<file path="config.mk">
export PLATFORM = sky130hd
export DESIGN_NAME = mat_stream_io
export DESIGN_NICKNAME = d
export VERILOG_FILES = /design/src/rtl/mat_pkg.sv /design/src/rtl/mat_serializer.sv /design/src/rtl/mat_stream_io.sv
export SDC_FILE = /design/constraint.sdc
export NUM_CORES = 1
export LEC_CHECK = 0
export ABC_AREA = 1
export BUFFER_PORTS_ARGS = -buffer_cell sky130_fd_sc_hd__buf_2
export CORE_MARGIN = 4
export CORE_UTILIZATION = 50
export CTS_BUF_LIST = sky130_fd_sc_hd__clkbuf_2 sky130_fd_sc_hd__clkbuf_4 sky130_fd_sc_hd__clkbuf_8
export DETAILED_ROUTE_END_ITERATION = 10
export PLACE_DENSITY = 0.79
export SETUP_SLACK_MARGIN = 0.3
export SYNTH_ARGS = -nofsm -noshare
export SYNTH_HDL_FRONTEND = slang
export SYNTH_SLANG_ARGS = --single-unit
</file>
<file path="constraint.sdc">
create_clock -name clk -period 2.1 [get_ports clk]
set_input_delay 0.315 -clock clk [delete_from_list [all_inputs] [get_ports clk]]
set_output_delay 0.315 -clock clk [all_outputs]
set_load 0.05 [all_outputs]
</file>
<file path="src/rtl/mat_pkg.sv">
`default_nettype none
// ============================================================================
// Module      : mat_pkg
// Description : Shared definitions for the 2x2 matrix stream front/back end.
//               Element width default, packed matrix width, the control state
//               encoding and the slot ordering of a packed matrix word.
//               Packing: [4W-1:3W]=M[0][0], [3W-1:2W]=M[0][1],
//                        [2W-1:W]=M[1][0],  [W-1:0]=M[1][1].
// Revision    : 1.0 - initial release
// ============================================================================
package mat_pkg;

    localparam int ELEM_W = 8;
    localparam int MAT_W  = 4 * ELEM_W;

    typedef enum logic [1:0] {
        LOAD    = 2'd0,
        CAPTURE = 2'd1,
        DRAIN   = 2'd2
    } state_t;

    // Slot 0 is M[0][0] (MSB field), slot 3 is M[1][1] (LSB field).
    localparam int c_NUM_SLOTS  = 4;
    localparam int c_SLOT_FIRST = 0;
    localparam int c_SLOT_LAST  = 3;

    // Bit offset of the least significant bit of a slot inside a packed word.
    function automatic int slot_lsb(input int slot, input int w);
        return (c_NUM_SLOTS - 1 - slot) * w;
    endfunction

endpackage
`default_nettype wire

</file>
<file path="src/rtl/mat_serializer.sv">
`default_nettype none
// ============================================================================
// Module      : mat_serializer
// Description : Holds the captured packed product (res_q) and emits it as four
//               elements on a valid/ready egress port, MSB slot first.
//               A one-cycle load pulse snapshots res and starts a drain.
// Ports       : clk, rst      - clock, synchronous active-high reset
//               load          - snapshot res and begin draining
//               res           - packed product from the multiplier
//               m_valid/m_ready/m_data/m_last - egress element stream
//               done          - final (m_last) handshake happens this cycle
// Revision    : 1.0 - initial release
// ============================================================================
module mat_serializer
    import mat_pkg::*;
#(
    parameter int ELEM_W = mat_pkg::ELEM_W
) (
    input  logic                clk,
    input  logic                rst,
    input  logic                load,
    input  logic [4*ELEM_W-1:0] res,
    input  logic                m_ready,
    output logic                m_valid,
    output logic [ELEM_W-1:0]   m_data,
    output logic                m_last,
    output logic                done
);

    localparam int MAT_LW = 4 * ELEM_W;

    logic [MAT_LW-1:0] r_res_q;
    logic [1:0]        r_out_cnt;
    logic              r_active;
    logic              w_fire;
    logic              w_at_last;

    assign w_fire    = r_active && m_ready;
    assign w_at_last = (r_out_cnt == c_SLOT_LAST[1:0]);

    always_ff @(posedge clk) begin
        if (rst) begin
            r_res_q   <= '0;
            r_out_cnt <= '0;
            r_active  <= 1'b0;
        end else if (load) begin
            // The snapshot isolates the drain from operands that may already
            // be changing underneath for the next frame.
            r_res_q   <= res;
            r_out_cnt <= c_SLOT_FIRST[1:0];
            r_active  <= 1'b1;
        end else if (w_fire) begin
            r_out_cnt <= r_out_cnt + 2'd1;
            if (w_at_last) begin
                r_active <= 1'b0;
            end
        end
    end

    // Outputs depend only on registered state, so they hold while stalled.
    always_comb begin
        m_data = '0;
        for (int i = 0; i < c_NUM_SLOTS; i++) begin
            if (r_out_cnt == i[1:0]) begin
                m_data = r_res_q[slot_lsb(i, ELEM_W) +: ELEM_W];
            end
        end
    end

    assign m_valid = r_active;
    assign m_last  = r_active && w_at_last;
    assign done    = w_fire && w_at_last;

endmodule
`default_nettype wire

</file>
<file path="src/rtl/mat_stream_io.sv">
`default_nettype none
// ============================================================================
// Module      : mat_stream_io
// Description : Streaming front/back end for the packed 2x2 matrix multiplier.
//               Deserializes 8 ingress elements (A row-major, then B) into
//               packed mat_a/mat_b, captures the combinational product for one
//               cycle, then serializes it out as 4 elements.
// Ports       : clk, rst                 - clock, sync active-high reset
//               s_valid/s_ready/s_data   - ingress element stream
//               mat_a, mat_b             - packed operands to the multiplier
//               mat_res                  - packed product from the multiplier
//               m_valid/m_ready/m_data/m_last - egress element stream
//               busy                     - not idle (LOAD with nothing held)
// Config      : MAT_STREAM_OVERLAP_EN - when defined, the next frame is loaded
//               while the previous result drains.
// Revision    : 1.0 - initial release
// ============================================================================
module mat_stream_io
    import mat_pkg::*;
#(
    parameter int ELEM_W = mat_pkg::ELEM_W
) (
    input  logic                clk,
    input  logic                rst,
    input  logic                s_valid,
    output logic                s_ready,
    input  logic [ELEM_W-1:0]   s_data,
    output logic [4*ELEM_W-1:0] mat_a,
    output logic [4*ELEM_W-1:0] mat_b,
    input  logic [4*ELEM_W-1:0] mat_res,
    output logic                m_valid,
    input  logic                m_ready,
    output logic [ELEM_W-1:0]   m_data,
    output logic                m_last,
    output logic                busy
);

    localparam int MAT_LW = 4 * ELEM_W;

`ifdef MAT_STREAM_OVERLAP_EN
    localparam bit c_OVERLAP = 1'b1;
`else
    localparam bit c_OVERLAP = 1'b0;
`endif

    state_t            r_state;
    state_t            w_state_nxt;
    logic [2:0]        r_in_cnt;
    logic [MAT_LW-1:0] r_mat_a;
    logic [MAT_LW-1:0] r_mat_b;
    logic              r_full;      // next frame fully loaded, drain pending
    logic              w_acc;
    logic              w_last_acc;
    logic              w_load;
    logic              w_done;

    assign s_ready = !rst &&
                     ((r_state == LOAD) ||
                      (c_OVERLAP && (r_state == DRAIN) && !r_full));

    assign w_acc      = s_valid && s_ready;
    assign w_last_acc = w_acc && (r_in_cnt == 3'd7);
    assign w_load     = (r_state == CAPTURE);

    // ------------------------------------------------------------------------
    // Deserializer: beats 0..3 fill A, beats 4..7 fill B, MSB slot first.
    // Operands are only ever overwritten, never cleared between frames.
    // ------------------------------------------------------------------------
    always_ff @(posedge clk) begin
        if (rst) begin
            r_in_cnt <= '0;
            r_mat_a  <= '0;
            r_mat_b  <= '0;
        end else if (w_acc) begin
            r_in_cnt <= r_in_cnt + 3'd1;
            for (int i = 0; i < c_NUM_SLOTS; i++) begin
                if (r_in_cnt[1:0] == i[1:0]) begin
                    if (r_in_cnt[2]) begin
                        r_mat_b[slot_lsb(i, ELEM_W) +: ELEM_W] <= s_data;
                    end else begin
                        r_mat_a[slot_lsb(i, ELEM_W) +: ELEM_W] <= s_data;
                    end
                end
            end
        end
    end

    // ------------------------------------------------------------------------
    // Control FSM
    // ------------------------------------------------------------------------
    always_ff @(posedge clk) begin
        if (rst) begin
            r_state <= LOAD;
            r_full  <= 1'b0;
        end else begin
            r_state <= w_state_nxt;
            // Only reachable with overlap: s_ready is never high in DRAIN
            // otherwise, so w_last_acc cannot occur there.
            r_full  <= (r_state == DRAIN) && !w_done && (r_full || w_last_acc);
        end
    end

    always_comb begin
        w_state_nxt = r_state;
        case (r_state)
            LOAD: begin
                if (w_last_acc) begin
                    w_state_nxt = CAPTURE;
                end
            end
            CAPTURE: begin
                w_state_nxt = DRAIN;
            end
            DRAIN: begin
                if (w_done) begin
                    // A complete next frame (held, or finishing this very
                    // edge) skips LOAD and is captured immediately.
                    if (r_full || w_last_acc) begin
                        w_state_nxt = CAPTURE;
                    end else begin
                        w_state_nxt = LOAD;
                    end
                end
            end
            default: begin
                w_state_nxt = LOAD;
            end
        endcase
    end

    // ------------------------------------------------------------------------
    // Egress
    // ------------------------------------------------------------------------
    mat_serializer #(
        .ELEM_W (ELEM_W)
    ) u_serializer (
        .clk     (clk),
        .rst     (rst),
        .load    (w_load),
        .res     (mat_res),
        .m_ready (m_ready),
        .m_valid (m_valid),
        .m_data  (m_data),
        .m_last  (m_last),
        .done    (w_done)
    );

    assign mat_a = r_mat_a;
    assign mat_b = r_mat_b;
    assign busy  = !((r_state == LOAD) && (r_in_cnt == 3'd0));

endmodule
`default_nettype wire

</file>
==> results.json <==
{
  "status": "complete, no violations",
  "setup.worst_path.end": "m_data[4]",
  "hold-worst-slack_ps": 183.6,
  "grt_use_total_pct": 22.74,
  "vdd_ir_drop_max_v": 0.0004344,
  "cts_root_buf": "clkbuf_8",
  "leakage_nw": 2.633,
  "wirelength_um": 11680,
  "ant_nets": 0,
  "synth.net_count": 659,
  "gp_congestion": 0.8855,
  "start_util_pct": 50.95,
  "dp_hpwl_um": 8308,
  "reg2regPathDepth": 7,
  "maxSlewHeadroom_pct": 62.09,
  "clk_path_buf_depth": 2,
  "cp.depth": 7,
  "ys_warn_count": 0,
  "numCtsBuffers": 9,
  "cpMaxStageDelayCell": "dfxtp_4",
  "regToRegStartpoint": "r_state[0]",
  "cpLargestDelayFamily": "compound AO/OA/AOI/OAI gates",
  "seq_area_um2": 2112,
  "via_count": 4276,
  "insertion_delay_ps": 370,
  "wire_per_inst_um": 14.07,
  "worstMarginPinSlew_ps": 565.6,
  "diodes": 0,
  "slowest_delay_ps": 380,
  "area_growth_syn_to_layout_pct": 27.14,
  "critPathArrivalTime_ps": 1650,
  "fill_cells": 756,
  "rows": 34,
  "die_w_um": 102.0,
  "min_period_ps": 1962,
  "die-area_um2": 10410,
  "hold_buffers": 0,
  "path_max_fanout": 7,
  "ff2ff_setup_slack_ps": 430,
  "grt_pass1_vias": 3947,
  "max_freq_mhz": 509.7,
  "r2r-end": "mat_b[29]",
  "die_height_um": 102.0,
  "ys_ff_latch": 105,
  "drv_slew": 0,
  "cts.clk_slew.worst_paths_ps": 100,
  "cts_htree_levels": 3,
  "worstHoldPathType": "input port to flip-flop",
  "multi_input_area_um2": 2125,
  "dr.pass1.iters": 7,
  "synth_area_um2": 4422,
  "endpoint_kind": "output port",
  "grt_max_degree": 60,
  "seq_area_frac_synth_pct": 47.54,
  "cts_tree": "built",
  "fin_tns_setup_ps": 0,
  "start_kind": "flip-flop",
  "cp-startpoint": "u_serializer.r_out_cnt[0]",
  "hold_violations": 0,
  "syn_inst": 606,
  "finalSetupViolCount": 0,
  "grt_pass1_wl_um": 18800,
  "critical_path_class": "flip-flop to output port",
  "cp.required_ps": 1780,
  "finalClockSkew_ps": 11.78,
  "fin_nets": 770,
  "grt-ovfl-total": 0,
  "initialDrtViolationCount": 225,
  "route.detailed.drc": 0,
  "critPathBufInv": 3,
  "powerDensity_nw_per_um2": 713.5,
  "pin_count": 120,
  "min_period_over_period_pct": 93.43,
  "syn_area_per_cell_um2": 7.297,
  "crit_chain": "inv_4, ha_4, inv_6, o21ai_2, o211ai_1, a21oi_4, buf_6",
  "synth_cell_types": 23,
  "clock-sinks": 105,
  "grt_setup_unrepaired": "true",
  "antenna_found_initial": 0,
  "maxCapViolations": 0,
  "layout-drive-gt1-share_pct": 27.84,
  "core_um2": 8678,
  "port-buffer-count": 119,
  "avgViaCountPerCell": 5.152
}
[cell type report]
| cell class | instances | share of cell area (%) |
|---|---|---|
| Multi-Input combinational cell | 403 | 37.79 |
| Clock buffer | 9 | 2.203 |
| Timing Repair Buffer | 133 | 13.93 |
| Inverter | 65 | 4.718 |
| Sequential cell | 105 | 37.57 |
| Tap cell | 108 | 2.404 |
| Clock inverter | 7 | 1.380 |
[worst min path at each step]
stage / startpoint / end / slack (ps) / depth (start not counted)
final: mat_res[18] / u_serializer.r_res_q[18] / 180 / 3
after global routing: mat_res[18] / u_serializer.r_res_q[18] / 180 / 3
after CTS: mat_res[16] / u_serializer.r_res_q[16] / 170 / 3
after detailed placement: u_serializer.r_res_q[28] / u_serializer.r_res_q[28] / 470 / 2
after global placement: u_serializer.r_res_q[29] / u_serializer.r_res_q[29] / 460 / 2
after floorplan: u_serializer.r_res_q[17] / u_serializer.r_res_q[17] / 420 / 2
[Yosys cell counts (all sizes together)]
cell,instances,area (µm²)
buf,17,73.82
nand2,68,255.2
nand3,83,427.9
nor2,146,563.0
o211ai,7,52.55
nor3,7,107.6
inv,63,236.5
o21ai,52,260.3
o22ai,3,18.77
clkinv,2,7.510
clkbuf,16,60.06
dfxtp,105,2102
ha,9,112.6
a211oi,1,7.510
nand4,1,6.260
a21oi,26,130.1
[routing by layer]
| layer | wire length, µm | global-route usage [%] | up-vias |
|---|---|---|---|
| met5 | 0 | 0 | - |
| li1 | - | - | 2156 |
| met3 | 835 | 4.437 | 21 |
| met1 | 5138 | 31.28 | 1945 |
| met2 | 5456 | 35.08 | 154 |
| met4 | 250 | 9.485 | 0 |
[per-stage QoR]
stage	std cells	total power [mW]	utilization, %	area, µm²	worst slack [ps]
after CTS	829	4.014	64.26	5577	129.6
after global placement	812	2.702	60.08	5214	275.4
after detailed placement	812	2.714	60.08	5214	231.1
after global routing	830	4.165	64.78	5622	81.70
after floorplan	606	2.550	-	4514	337.4
final	830	4.011	64.78	5622	137.9
[registers in the layout, summed over array words and instances, names as in the netlist]
name and cells:
mat_a 32, mat_b 32, r_full 1, r_in_cnt 3, r_state 2, u_serializer.m_valid 1
u_serializer.r_out_cnt 2, u_serializer.r_res_q 32
[worst reg2reg max path, delay by kind of cell (launching register included)]
kind | cells | cell delay, ps
and+or+nand+nor | 6 | 890
DFF | 1 | 370
buffers and inverters | 1 | 320
[cells in the final DEF (no fill, tap or decap), types with 2 or more instances in the layout]
cell / instances
inv_6: 4
inv_4: 3
nor3_4: 6
dfxtp_4: 2
clkbuf_8: 9
nor2_1: 140
nand3_1: 82
nand2_1: 68
buf_2: 109
a21oi_1: 12
ha_4: 2
ha_1: 6
a21oi_2: 6
nor2_4: 2
nor2_2: 4
a21oi_4: 8
o22ai_1: 2
o21ai_2: 5
inv_2: 5
o21ai_1: 5
o211ai_1: 7
buf_4: 12
clkinv_2: 2
o21ai_0: 42
inv_1: 53
dfxtp_1: 101
dfxtp_2: 2
buf_6: 10
[what timing repair did]
action | 4_1_cts | 5_1_grt
setup endpoints to repair | 10 | 18
setup buffers | 1 | 1
pin swaps | 5 | 12
gates resized for setup | 55 | 18
[kinds of logic after synthesis]
logic type      after synthesis  synth area share [%]
fa+ha+maj                     9                 2.547
flops                       105                 47.54
simple gates                305                 30.76
buf+inv                      98                 8.546
compound gates               89                 10.61
[power by group]
part	internal [mW]	total, mW	leakage (nW)	switching (mW)
sequential	2.05	2.09	0.851	0.0395
combinational	0.190	0.631	1.68	0.441
clock	0.565	1.29	0.101	0.729
total	2.80	4.01	2.63	1.21
(Power assumes the default switching activity.)
